$ cat config.mk
export PLATFORM = sky130hd
export DESIGN_NAME = mem_stage
export DESIGN_NICKNAME = d
export VERILOG_FILES = /design/src/rtl/mem_stage.sv
export SDC_FILE = /design/constraint.sdc
export NUM_CORES = 1
export LEC_CHECK = 0
export CAP_MARGIN = 40
export CORE_MARGIN = 2
export CORE_UTILIZATION = 49
export CTS_BUF_LIST = sky130_fd_sc_hd__clkbuf_8
export DETAILED_ROUTE_END_ITERATION = 12
export GPL_ROUTABILITY_DRIVEN = 0
export PLACE_DENSITY = 0.86
export SETUP_SLACK_MARGIN = 0.5
export SYNTH_ARGS = -nofsm -noshare
export SYNTH_HDL_FRONTEND = slang
export SYNTH_SLANG_ARGS = --single-unit
$ cat constraint.sdc
create_clock -name clk -period 2.3 [get_ports clk]
set_clock_uncertainty 0.05 [all_clocks]
set_input_delay 0.23 -clock clk [delete_from_list [all_inputs] [get_ports clk]]
set_output_delay 0.23 -clock clk [all_outputs]
set_load 0.02 [all_outputs]
$ cat src/rtl/mem_stage.sv
// MEM stage: data-memory loads/stores over a req/ack bus, byte-lane alignment,
// LL/SC reservation tracking and bus locking. Stalls stages 1-4 while a transaction is in flight.
module mem_stage #(
    parameter int BITS      = 32,
    parameter int REG_WORDS = 32,
    parameter int ADDR_LEFT = $clog2(REG_WORDS) - 1
) (
    input  logic                 clk,
    input  logic                 rst_,
    input  logic                 sel_mem_s4,
    input  logic                 mem_rw_s4,
    input  logic                 load_link_s4,
    input  logic                 check_link_s4,
    input  logic                 atomic_s4,
    input  logic                 rw_s4,
    input  logic [ADDR_LEFT:0]   waddr_s4,
    input  logic [BITS-1:0]      alu_out_s4,
    input  logic [BITS-1:0]      r2_data_s4,
    input  logic [3:0]           byte_en_s4,
    input  logic                 halt_s4,
    output logic                 dmem_req,
    output logic                 dmem_we,
    output logic                 dmem_lock,
    output logic [BITS-1:0]      dmem_addr,
    output logic [BITS-1:0]      dmem_wdata,
    output logic [3:0]           dmem_be,
    input  logic                 dmem_ack,
    input  logic [BITS-1:0]      dmem_rdata,
    output logic                 mem_stall,
    output logic [BITS-1:0]      wb_data_s4,
    output logic                 wb_rw_s4,
    output logic [ADDR_LEFT:0]   wb_waddr_s4,
    output logic                 halted
);

    typedef enum logic [1:0] {IDLE, REQ, DONE} state_t;

    state_t          state_q, state_d;
    logic            req_q, req_d;
    logic            we_q, we_d;
    logic            lock_q, lock_d;
    logic [BITS-1:0] addr_q, addr_d;
    logic [BITS-1:0] wdata_q, wdata_d;
    logic [3:0]      be_q, be_d;
    logic            is_ll_q, is_ll_d;
    logic            is_sc_q, is_sc_d;
    logic            link_valid_q, link_valid_d;
    logic [BITS-1:0] link_addr_q, link_addr_d;
    logic [BITS-1:0] result_q, result_d;
    logic            halted_q, halted_d;

    logic [BITS-1:0] word_addr;
    logic            link_hit;
    logic            sc_fail;

    // Selected lanes moved down to bit 0, zero-extended.
    function automatic logic [BITS-1:0] load_lanes(input logic [BITS-1:0] d, input logic [3:0] be);
        logic [BITS-1:0] r;
        case (be)
            4'b1100: r = {16'h0, d[31:16]};
            4'b0011: r = {16'h0, d[15:0]};
            4'b1000: r = {24'h0, d[31:24]};
            4'b0100: r = {24'h0, d[23:16]};
            4'b0010: r = {24'h0, d[15:8]};
            4'b0001: r = {24'h0, d[7:0]};
            default: r = d;
        endcase
        return r;
    endfunction

    function automatic logic [BITS-1:0] store_lanes(input logic [BITS-1:0] d, input logic [3:0] be);
        logic [BITS-1:0] r;
        case (be)
            4'b1100, 4'b0011:                   r = {2{d[15:0]}};
            4'b1000, 4'b0100, 4'b0010, 4'b0001: r = {4{d[7:0]}};
            default:                            r = d;
        endcase
        return r;
    endfunction

    assign word_addr = {alu_out_s4[BITS-1:2], 2'b00};
    assign link_hit  = link_valid_q && (link_addr_q == word_addr);
    assign sc_fail   = mem_rw_s4 && check_link_s4 && !link_hit;

    always_comb begin
        state_d      = state_q;
        req_d        = req_q;
        we_d         = we_q;
        lock_d       = lock_q;
        addr_d       = addr_q;
        wdata_d      = wdata_q;
        be_d         = be_q;
        is_ll_d      = is_ll_q;
        is_sc_d      = is_sc_q;
        link_valid_d = link_valid_q;
        link_addr_d  = link_addr_q;
        result_d     = result_q;
        mem_stall    = 1'b0;
        wb_data_s4   = alu_out_s4;

        case (state_q)
            IDLE: begin
                if (sel_mem_s4) begin
                    mem_stall = 1'b1;
                    if (sc_fail) begin
                        // Failed SC completes locally without touching the bus.
                        state_d      = DONE;
                        result_d     = '0;
                        link_valid_d = 1'b0;
                    end else begin
                        state_d = REQ;
                        req_d   = 1'b1;
                        we_d    = mem_rw_s4;
                        lock_d  = atomic_s4;
                        addr_d  = word_addr;
                        wdata_d = store_lanes(r2_data_s4, byte_en_s4);
                        be_d    = byte_en_s4;
                        is_ll_d = load_link_s4 && !mem_rw_s4;
                        is_sc_d = check_link_s4 && mem_rw_s4;
                    end
                end
            end
            REQ: begin
                mem_stall = 1'b1;
                if (dmem_ack) begin
                    state_d = DONE;
                    req_d   = 1'b0;
                    we_d    = 1'b0;
                    lock_d  = 1'b0;
                    if (is_sc_q)   result_d = BITS'(1);
                    else if (we_q) result_d = alu_out_s4;
                    else           result_d = load_lanes(dmem_rdata, be_q);
                    if (is_ll_q) begin
                        link_valid_d = 1'b1;
                        link_addr_d  = addr_q;
                    end else if (we_q && (is_sc_q || addr_q == link_addr_q)) begin
                        link_valid_d = 1'b0;
                    end
                end
            end
            DONE: begin
                wb_data_s4 = result_q;
                state_d    = IDLE;
            end
            default: state_d = IDLE;
        endcase

        halted_d = halted_q || (halt_s4 && !mem_stall);
    end

    always_ff @(posedge clk or negedge rst_) begin
        if (!rst_) begin
            state_q      <= IDLE;
            req_q        <= 1'b0;
            we_q         <= 1'b0;
            lock_q       <= 1'b0;
            addr_q       <= '0;
            wdata_q      <= '0;
            be_q         <= '0;
            is_ll_q      <= 1'b0;
            is_sc_q      <= 1'b0;
            link_valid_q <= 1'b0;
            link_addr_q  <= '0;
            result_q     <= '0;
            halted_q     <= 1'b0;
        end else begin
            state_q      <= state_d;
            req_q        <= req_d;
            we_q         <= we_d;
            lock_q       <= lock_d;
            addr_q       <= addr_d;
            wdata_q      <= wdata_d;
            be_q         <= be_d;
            is_ll_q      <= is_ll_d;
            is_sc_q      <= is_sc_d;
            link_valid_q <= link_valid_d;
            link_addr_q  <= link_addr_d;
            result_q     <= result_d;
            halted_q     <= halted_d;
        end
    end

    assign dmem_req    = req_q;
    assign dmem_we     = we_q;
    assign dmem_lock   = lock_q;
    assign dmem_addr   = addr_q;
    assign dmem_wdata  = wdata_q;
    assign dmem_be     = be_q;
    assign wb_rw_s4    = rw_s4 && !mem_stall;
    assign wb_waddr_s4 = waddr_s4;
    assign halted      = halted_q;

endmodule

## Word-level counts from Yosys, hierarchy flattened

Cells that the tools add are included.

| operators by class | value |
|---|---|
| reduce and logical (&&, ||, !) cells | 22 |
| shifts and indexed selects | 0 |
| divide/modulo/power cells | 0 |
| multiplexer cells | 31 |
| $lt $le $gt $ge | 0 |
| equal/unequal tests | 21 |
| bitwise gates (word level) | 1 |
| add/subtract/negate cells | 0 |
| $mul | 0 |

Operators by type and width:

| operator | number |
|---|---|
| 32-bit 2-to-1 mux | 6 |
| 32-bit one-hot mux with 6 select lines | 1 |
| 32-bit one-hot mux with 2 select lines | 2 |
| 30-bit == test | 2 |
| 4-bit by 2-bit == test with 1-bit output (second input constant) | 4 |
| 4-bit == test (second input constant) | 4 |
| 1-bit 2-to-1 mux | 13 |
| 1-bit one-hot mux with 2 select lines | 5 |
| 4-bit by 1-bit == test with 1-bit output (second input constant) | 2 |
| 4-bit by 3-bit == test with 1-bit output (second input constant) | 2 |
| 2-bit inequality test (second input constant) | 4 |
| 4-bit AND reduction | 2 |
| 1-bit logical AND | 7 |
| 2-bit 2-to-1 mux | 3 |
| 3-bit AND reduction | 2 |
| 5-bit AND reduction | 1 |
| 2-bit one-hot mux with 2 select lines | 1 |
| 4-bit OR reduction | 1 |
| 1-bit logical NOT | 3 |
| 3-bit inequality test (second input constant) | 1 |
| 2-bit by 1-bit == test with 1-bit output (second input constant) | 1 |
| 2-bit == test (second input constant) | 1 |
| 2-bit logical NOT | 1 |
| 1-bit logical OR | 2 |
| 4 further kinds | 4 |

| word-level totals | value |
|---|---|
| latch bits | 0 |
| bits in registers | 137 |
| bits in writable memories | 0 |
| logic and storage cells | 88 |
| memories | 0 |
| bits in read-only memories | 0 |

## Logic depth before layout (Yosys ltp)

Gate-level depths: netlist (run 1).

| logic depth | value |
|---|---|
| depth after elaboration | 7 |
| depth in mapped cells | 8 |

## Least setup slack after synthesis (run 1)

OpenSTA, ideal clock, no wires.

| path | value |
|---|---|
| path kind | reg2reg |
| start point | register be_q[0] (netlist: dmem_be[0]) |
| end point | register result_q[10] |
| data arrival time | 1.951 ns |
| setup slack | 0.235 ns |
| library setup time | 0.064 ns |
| cell stages (with the launch flop) | 8 |
| clock period less this slack | 2.065 ns |
| path through | dfrtp_1 -> clkbuf_1 -> nor3_2 -> nor3_1 -> a211oi_2 -> a222oi_1 -> nor3_1 -> a21o_1 |

| on the way | value |
|---|---|
| cells in the longest elaborated chain, start to end | 6 |

Ends and longest elaborated chain:

| item | RTL line | text |
|---|---|---|
| from (decl) | 44 | `logic [3:0] be_q, be_d;` |
| from (signal assigned) | 159 | `be_q <= '0;` |
| from (signal assigned) | 173 | `be_q <= be_d;` |
| 4-bit by 1-bit == test with 1-bit output (tied with other cells) | 59 | `case (be)` |
| 32-bit one-hot mux with 6 select lines (*) | 59 |  |
| 32-bit 2-to-1 mux (*) | 131 | `else if (we_q) result_d = alu_out_s4;` |
| 32-bit 2-to-1 mux (*) | 130 | `if (is_sc_q) result_d = BITS'(1);` |
| 32-bit 2-to-1 mux (*) | 125 | `if (dmem_ack) begin` |
| 32-bit one-hot mux with 2 select lines (*) | 101 | `case (state_q)` |
| to (signal assigned) | 178 | `result_q <= result_d;` |
| to (decl) | 49 | `logic [BITS-1:0] result_q, result_d;` |

Every way passes the cells marked *; elsewhere a longest branch is shown, timed or not. The select of a mux whose other input is x is not followed.
A chain may end at the register's enable or synchronous reset.

## Final worst setup path (run 1)

| path | value |
|---|---|
| start point | register link_addr_q[3] |
| end point | register wdata_q[1] (netlist: dmem_wdata[1]) |

| on the way | value |
|---|---|
| cells in the longest elaborated chain, start to end | 6 |

Ends and longest elaborated chain:

| item | RTL line | text |
|---|---|---|
| from (decl) | 48 | `logic [BITS-1:0] link_addr_q, link_addr_d;` |
| from (signal assigned) | 177 | `link_addr_q <= link_addr_d;` |
| 30-bit == test | 82 | `assign link_hit = link_valid_q && (link_addr_q == word_addr);` |
| 1-bit logical AND | 82 |  |
| 1-bit logical NOT | 83 | `assign sc_fail = mem_rw_s4 && check_link_s4 && !link_hit;` |
| 1-bit logical AND | 83 |  |
| 1-bit inverter (no source line) | n/a |  |
| 3-bit AND reduction (no source line) | n/a |  |
| to (signal assigned) | 172 | `wdata_q <= wdata_d;` |
| to (decl) | 43 | `logic [BITS-1:0] wdata_q, wdata_d;` |

Every way passes these cells.

==> results.sh, run 1 <==
export IMPL_outcome="complete, but fails checks"
export IMPL_violations="negative setup slack"
export IMPL_postSynthCellCount=641
export IMPL_combPwrFrac_pct=53.1
export IMPL_die_width_um=128.6
export IMPL_port_buffer_count=213
export IMPL_root_buffer="clkbuf_8"
export IMPL_peakVddDrop_mv=0.6803
export IMPL_p_seq_share_pct=33.1
export IMPL_dp_hpwl_mm=17.61
export IMPL_yosys_warnings=0
export IMPL_yosysTopAreaCell="dfrtp_1"
export IMPL_ys_seq_elements=137
export IMPL_htreeDepth=4
export IMPL_viasPerCell=6.179
export IMPL_slew_viol_final=0
export IMPL_intPower_mw=8.103
export IMPL_synth_common_cells="dfrtp_1, mux2_4, xnor2_1"
export IMPL_synth_top_area_share_pct=45.04
export IMPL_dieArea_um2=16550
export IMPL_cp_arrival_ns=2.65
export IMPL_ant_nets=0
export IMPL_switchingPower_mw=5.291
export IMPL_fin_crit_sh_pct=102.3
export IMPL_drive_above_1_share_pct=33.69
export IMPL_final_min_clock_period_ns=2.353
export IMPL_synth_area_um2=7611
export IMPL_tritoncts="done"
export IMPL_vias=6883
export IMPL_clk_latency_ns=0.47
export IMPL_cts_inserted_buffers=17
export IMPL_reg2reg_slack_ns=-0.05
export IMPL_io_pins=226
export IMPL_setup_slack_ns=-0.05275
export IMPL_worst_setup_path_end_kind="register"
export IMPL_grt_usage_pct=31.64
export IMPL_wl_mm=27.77
export IMPL_num_rows=45
export IMPL_ys_seq_area_share_pct=45.04
export IMPL_crit_end="dmem_wdata[1]"
export IMPL_worstRegToRegCells=8
export IMPL_rsz0062_at_grt="yes"
export IMPL_antenna_found_initial=0
export IMPL_dr_pass1_iters=8
export IMPL_syn2layout_area_growth_pct=51.85
export IMPL_wl_per_cell_um=24.93
export IMPL_setup_viol=67
export IMPL_maxCapViolations=0
export IMPL_hp_class="primary input to asynchronous set/reset pin"
export IMPL_crit_required_ns=2.60
export IMPL_clk_path_buf_depth=2
export IMPL_synth_distinct_cells=45
export IMPL_drc=0
export IMPL_die_h_um=128.6
export IMPL_grt_start_max_net_pins=51
export IMPL_nFillCells=898
export IMPL_dpl_cell_area_um2=10260
export IMPL_hold_violations=0
export IMPL_crit_fanout=38
export IMPL_clkSinkCount=137
export IMPL_crit_type="register to register"
export IMPL_switching_share_pct=39.50
export IMPL_synth_edf_count=0
export IMPL_synth_most_common_cell="dfrtp_1"
export IMPL_pwr_share_clk_pct=13.8
export IMPL_max_freq_mhz=425.0
export IMPL_start_util_pct=50.07
export IMPL_leakage_nw=5.788
export IMPL_tightestPinTransition_ns=0.6031
export IMPL_grt_pass1_wl_mm=39.23
export IMPL_synthFlopType="dfrtp_1"
export IMPL_r2r_end="dmem_wdata[1]"
export IMPL_synthArstFlopShare_pct=100.0
export IMPL_syn_area_per_cell_um2=11.87
export IMPL_relSlewSlack_pct=59.64
export IMPL_critPathLaunch="link_addr_q[3]"
export IMPL_p_total_mw=13.39
export IMPL_grt_pass1_vias=6881
export IMPL_clk_pin_slew_worst_paths_ns=0.08
export IMPL_crit_path_start_kind="register"
export IMPL_yosys_top_cells_area="dfrtp_1, mux2_4, mux2_2"
export IMPL_power_density_nw_per_um2=1159
export IMPL_fin_area_um2=11560
export IMPL_drt_iter0_markers=816
export IMPL_diodes=0
export IMPL_core_um2=15200
export IMPL_fin_nets=1031
export IMPL_grt_ovfl_total=0
export IMPL_r2r_start="link_addr_q[3]"
==> timing repair <==
action                     CTS  global route
gates cloned                 6             3
pin swaps                   10            18
setup endpoints to repair  187           205
resized for setup          250           111
hold endpoints to repair    82             0
setup buffers               11             9
hold buffers                 1             0
==> critical path, cell delays in order (launching register included) <==
cell      delay (ns)
dfrtp_1         0.44
xnor2_2         0.20
nand4_1         0.18
nor4_2          0.37
buf_4           0.18
a21oi_2         0.07
nand2b_4        0.17
buf_12          0.20
mux2_4          0.33
==> worst min-delay path by stage <==
| stage | end | depth (start not counted) | start | slack (ns) |
|---|---|---|---|---|
| global route | dmem_addr[11] | 2 | rst_ | 0.20 |
| detailed placement | dmem_addr[2] | 1 | rst_ | 0.1 |
| global placement | dmem_addr[2] | 1 | rst_ | 0.1 |
| finish | link_addr_q[14] | 2 | rst_ | 0.18 |
| CTS | dmem_addr[2] | 2 | rst_ | 0.17 |
| floorplan | dmem_addr[10] | 0 | rst_ | -0.12 |
==> cells by family after synthesis <==
logic type,Yosys count,synth area share (%)
XOR/XNOR,64,7.365
flip-flops,137,45.04
multiplexers,145,24.17
AND/OR/NAND/NOR,98,6.707
AO/OA/AOI/OAI,135,12.51
buffers and inverters,61,4.159
other,1,0.04927
==> cell usage in the layout (no fill, tap or decap), types with 16 or more instances in the layout <==
master and n:
a22oi_1 31, buf_4 58, mux2_4 116, a222oi_1 16, dlymetal6s2s_1 33, clkdlybuf4s50_1 144, xor2_1 19, xnor2_1 32
nor3_1 25, clkbuf_8 21, a21o_1 33, nand2_1 22, buf_6 47, dfrtp_1 132, a21oi_1 17, inv_1 17
==> power by group through the flow <==
| stage | sequential [mW] | combinational (mW) | clock [mW] |
|---|---|---|---|
| 2_1_floorplan | 4.76 | 3.12 | 0 |
| 3_3_place_gp | 4.27 | 6.01 | 0 |
| 5_1_grt | 4.55 | 7.44 | 1.94 |
| 6_report | 4.44 | 7.11 | 1.85 |
| 3_5_place_dp | 4.32 | 6.12 | 0 |
| 4_1_cts | 4.32 | 6.55 | 1.84 |
==> registers in the layout, indices dropped and copies added (netlist names) <==
signal and flops:
halted 1, dmem_lock 1, state_q 2, dmem_be 4, dmem_addr 30, dmem_req 1, is_ll_q 1, is_sc_q 1
result_q 32, dmem_we 1, link_valid_q 1, dmem_wdata 32, link_addr_q 30
==> routing by layer <==
layer	share of wire (%)	vias to the layer above	wire length, µm	track usage, %
li1	-	2889	-	-
met1	37	3340	10240	39.09
met2	46	511	12700	49.53
met3	10	143	2775	9.688
met4	7.4	0	2049	18.09
met5	0	-	0	0
==> cell type report <==
type,count,area [µm²],share of cell area (%)
clock buffers,21,289.0,2.501
clock inverters,8,58.81,0.5088
inverters,15,56.30,0.4872
multi-input cells,444,4285,37.08
flip-flops and latches,137,3435,29.72
well taps,188,235.2,2.035
repair buffers,301,3198,27.67
==> per-stage QoR <==
| stage | setup slack (ns) | hold WS, ns | utilization (%) | setup TNS [ns] | instances |
|---|---|---|---|---|---|
| finish | -0.05275 | 0.1765 | 76.02 | -1.611 | 1114 |
| floorplan | 0.2730 | -0.1156 | - | 0 | 642 |
| detailed placement | -0.2661 | 0.09886 | 67.47 | -21.09 | 1055 |
| global route | -0.1165 | 0.1970 | 76.02 | -6.549 | 1114 |
| CTS | 0.1069 | 0.1720 | 72.59 | 0 | 1102 |
| global placement | -0.2368 | 0.09620 | 67.47 | -19.19 | 1055 |
Power figures use the tool's default switching activity.
==> run 2: changes to the inputs <==
==> constraint.sdc (replaced) <==
create_clock -name clk -period 2.3 [get_ports clk]
set_clock_uncertainty 0.05 [all_clocks]
set_input_delay 0.69 -clock clk [delete_from_list [all_inputs] [get_ports clk]]
set_output_delay 0.69 -clock clk [all_outputs]
set_load 0.02 [all_outputs]
==> results.sh, run 2 (synthesis results as in run 1) <==
export IMPL_grt_usage_pct=34.80
export IMPL_fin_crit_sh_pct=116.3
export IMPL_grt_pass1_wl_mm=42.39
export IMPL_rsz0062_at_grt="yes"
export IMPL_stdcell_count=1203
export IMPL_fin_nets=1117
export IMPL_clk_path_buf_depth=2
export IMPL_clk_latency_ns=0.47
export IMPL_final_cell_mix="dfrtp_1, mux2_4, buf_4"
export IMPL_tightestPinTransition_ns=0.7824
export IMPL_outcome="complete, but fails checks"
export IMPL_crit_path_start_kind="primary input"
export IMPL_setup_slack_ns=-0.3741
export IMPL_p_total_mw=14.43
export IMPL_slew_viol_final=0
export IMPL_drc=0
export IMPL_antenna_found_initial=1
export IMPL_grt_ovfl_total=0
export IMPL_crit_type="primary input to register"
export IMPL_max_freq_mhz=374.0
export IMPL_cp_cell_sequence="dlygate4sd2_1 -> xnor2_2 -> nand4_1 -> nor4_2 -> buf_4 -> a21oi_4 -> nand2b_4 -> buf_12 -> buf_12 -> buf_16 -> mux2_4"
export IMPL_viasPerCell=6.206
export IMPL_maxCapViolations=0
export IMPL_port_buffer_count=213
export IMPL_core_um2=15200
export IMPL_relSlewSlack_pct=47.73
export IMPL_crit_slowest_cell="nor4_2"
export IMPL_critPathMaxStageDelay_ns=0.34
export IMPL_final_min_clock_period_ns=2.674
export IMPL_wl_per_cell_um=25.95
export IMPL_wl_mm=31.21
export IMPL_crit_top_cell="buf_12"
export IMPL_cp_arrival_ns=2.97
export IMPL_grt_pass1_vias=7223
export IMPL_die_h_um=128.6
export IMPL_htreeDepth=4
export IMPL_fin_util_pct=81.71
export IMPL_dr_pass1_iters=8
export IMPL_crit_fanout=8
export IMPL_clkSinkCount=137
export IMPL_syn2layout_area_growth_pct=63.21
export IMPL_dp_hpwl_mm=18.41
export IMPL_die_width_um=128.6
export IMPL_hold_violations=0
export IMPL_hp_class="primary input to asynchronous set/reset pin"
export IMPL_violations="negative setup slack"
export IMPL_leakage_nw=6.233
export IMPL_crit_required_ns=2.60
export IMPL_dieArea_um2=16550
export IMPL_start_util_pct=50.07
export IMPL_mostFrequentLayoutCell="dfrtp_1"
export IMPL_pre_cts_slack_ns=-0.7884
export IMPL_grt_start_max_net_pins=52
export IMPL_peakVddDrop_mv=0.6359
export IMPL_ant_nets=0
export IMPL_drive_above_1_share_pct=47.88
export IMPL_tritoncts="done"
export IMPL_setup_viol=137
export IMPL_nFillCells=822
export IMPL_num_rows=45
export IMPL_vias=7466
export IMPL_clk_pin_slew_worst_paths_ns=0.09
export IMPL_drt_iter0_markers=984
export IMPL_dpl_cell_count=1087
export IMPL_io_pins=226
export IMPL_power_density_nw_per_um2=1162
export IMPL_worst_setup_path_end_kind="register"
export IMPL_root_buffer="clkbuf_8"
export IMPL_diodes=0
export IMPL_cts_inserted_buffers=17
export IMPL_timing_hold_ws_ns=0.1430
==> run 2: cell types whose count changed in the layout (fill, tap and decap cells not counted), sizes merged <==
cell | previous run | this run
clkbuf | 23 | 51
dlygate4sd2 | 0 | 24
buf | 120 | 248
inv | 20 | 19
clkdlybuf4s15 | 1 | 7
clkinvlp | 0 | 2
dlymetal6s2s | 33 | 0
clkinv | 2 | 5
dlygate4sd3 | 1 | 0
clkdlybuf4s50 | 144 | 77
==> run 2: stage by stage <==
stage	setup TNS (ns)	cell area [µm²]
final	-35.70	12420
after global routing	-40.82	12420
after CTS	-12.13	11810
after detailed placement	-93.83	10770
after global placement	-92.16	10760
after floorplan	-0.2012	7949
==> run 2: final timing paths <==
check | startpoint | slack, ns | cells after the start | end
setup reg to reg | link_addr_q[4] | -0.35 | 10 | dmem_wdata[15]
hold reg to reg | halted | 0.42 | 1 | halted
setup / recovery | alu_out_s4[4] | -0.37 | 11 | dmem_wdata[15]
min in group clk | halted | 0.42 | 1 | halted
hold / removal | rst_ | 0.14 | 1 | link_addr_q[17]
max in group asynchronous | rst_ | 1.43 | 2 | dmem_wdata[4]
==> run 2: area by class of cell <==
class / instances / area, µm² / area share, %
sequential: 137 / 3433 / 27.64
tap: 188 / 235.2 / 1.894
inverter: 15 / 56.30 / 0.4533
clock inverter: 12 / 85.08 / 0.6849
multi-input combinational: 444 / 4384 / 35.29
clock buffer: 20 / 275.3 / 2.216
timing repair buffer: 387 / 3953 / 31.82
==> run 2: per-layer routing <==
layer / share of wire (%) / vias up / global-route usage (%)
met5: 0.054 / - / 0
met4: 6.8 / 2 / 19.88
met3: 10 / 154 / 9.356
met2: 48 / 577 / 57.70
met1: 35 / 3662 / 41.08
li1: - / 3071 / -
==> run 2: what timing repair did <==
action                     CTS  global route
buffers inserted            50            15
cloned                      12             7
pin swaps                   23            23
resized for setup          463           177
hold buffers                 0             0
setup endpoints to repair  237           219
==> run 2: report_power, final <==
part	total (mW)	switching, mW	internal (mW)
Combinational	8.18	3.86	4.33
Clock	1.90	0.982	0.914
Sequential	4.35	0.989	3.36
Total	14.4	5.83	8.60
==> run 2: worst max-delay path: cells and delay by family <==
| family | cells | cell delay [ns] |
|---|---|---|
| xor+xnor | 1 | 0.27 |
| mux | 1 | 0.29 |
| compound gates | 1 | 0.06 |
| simple gates | 3 | 0.75 |
| buf+inv | 5 | 0.90 |
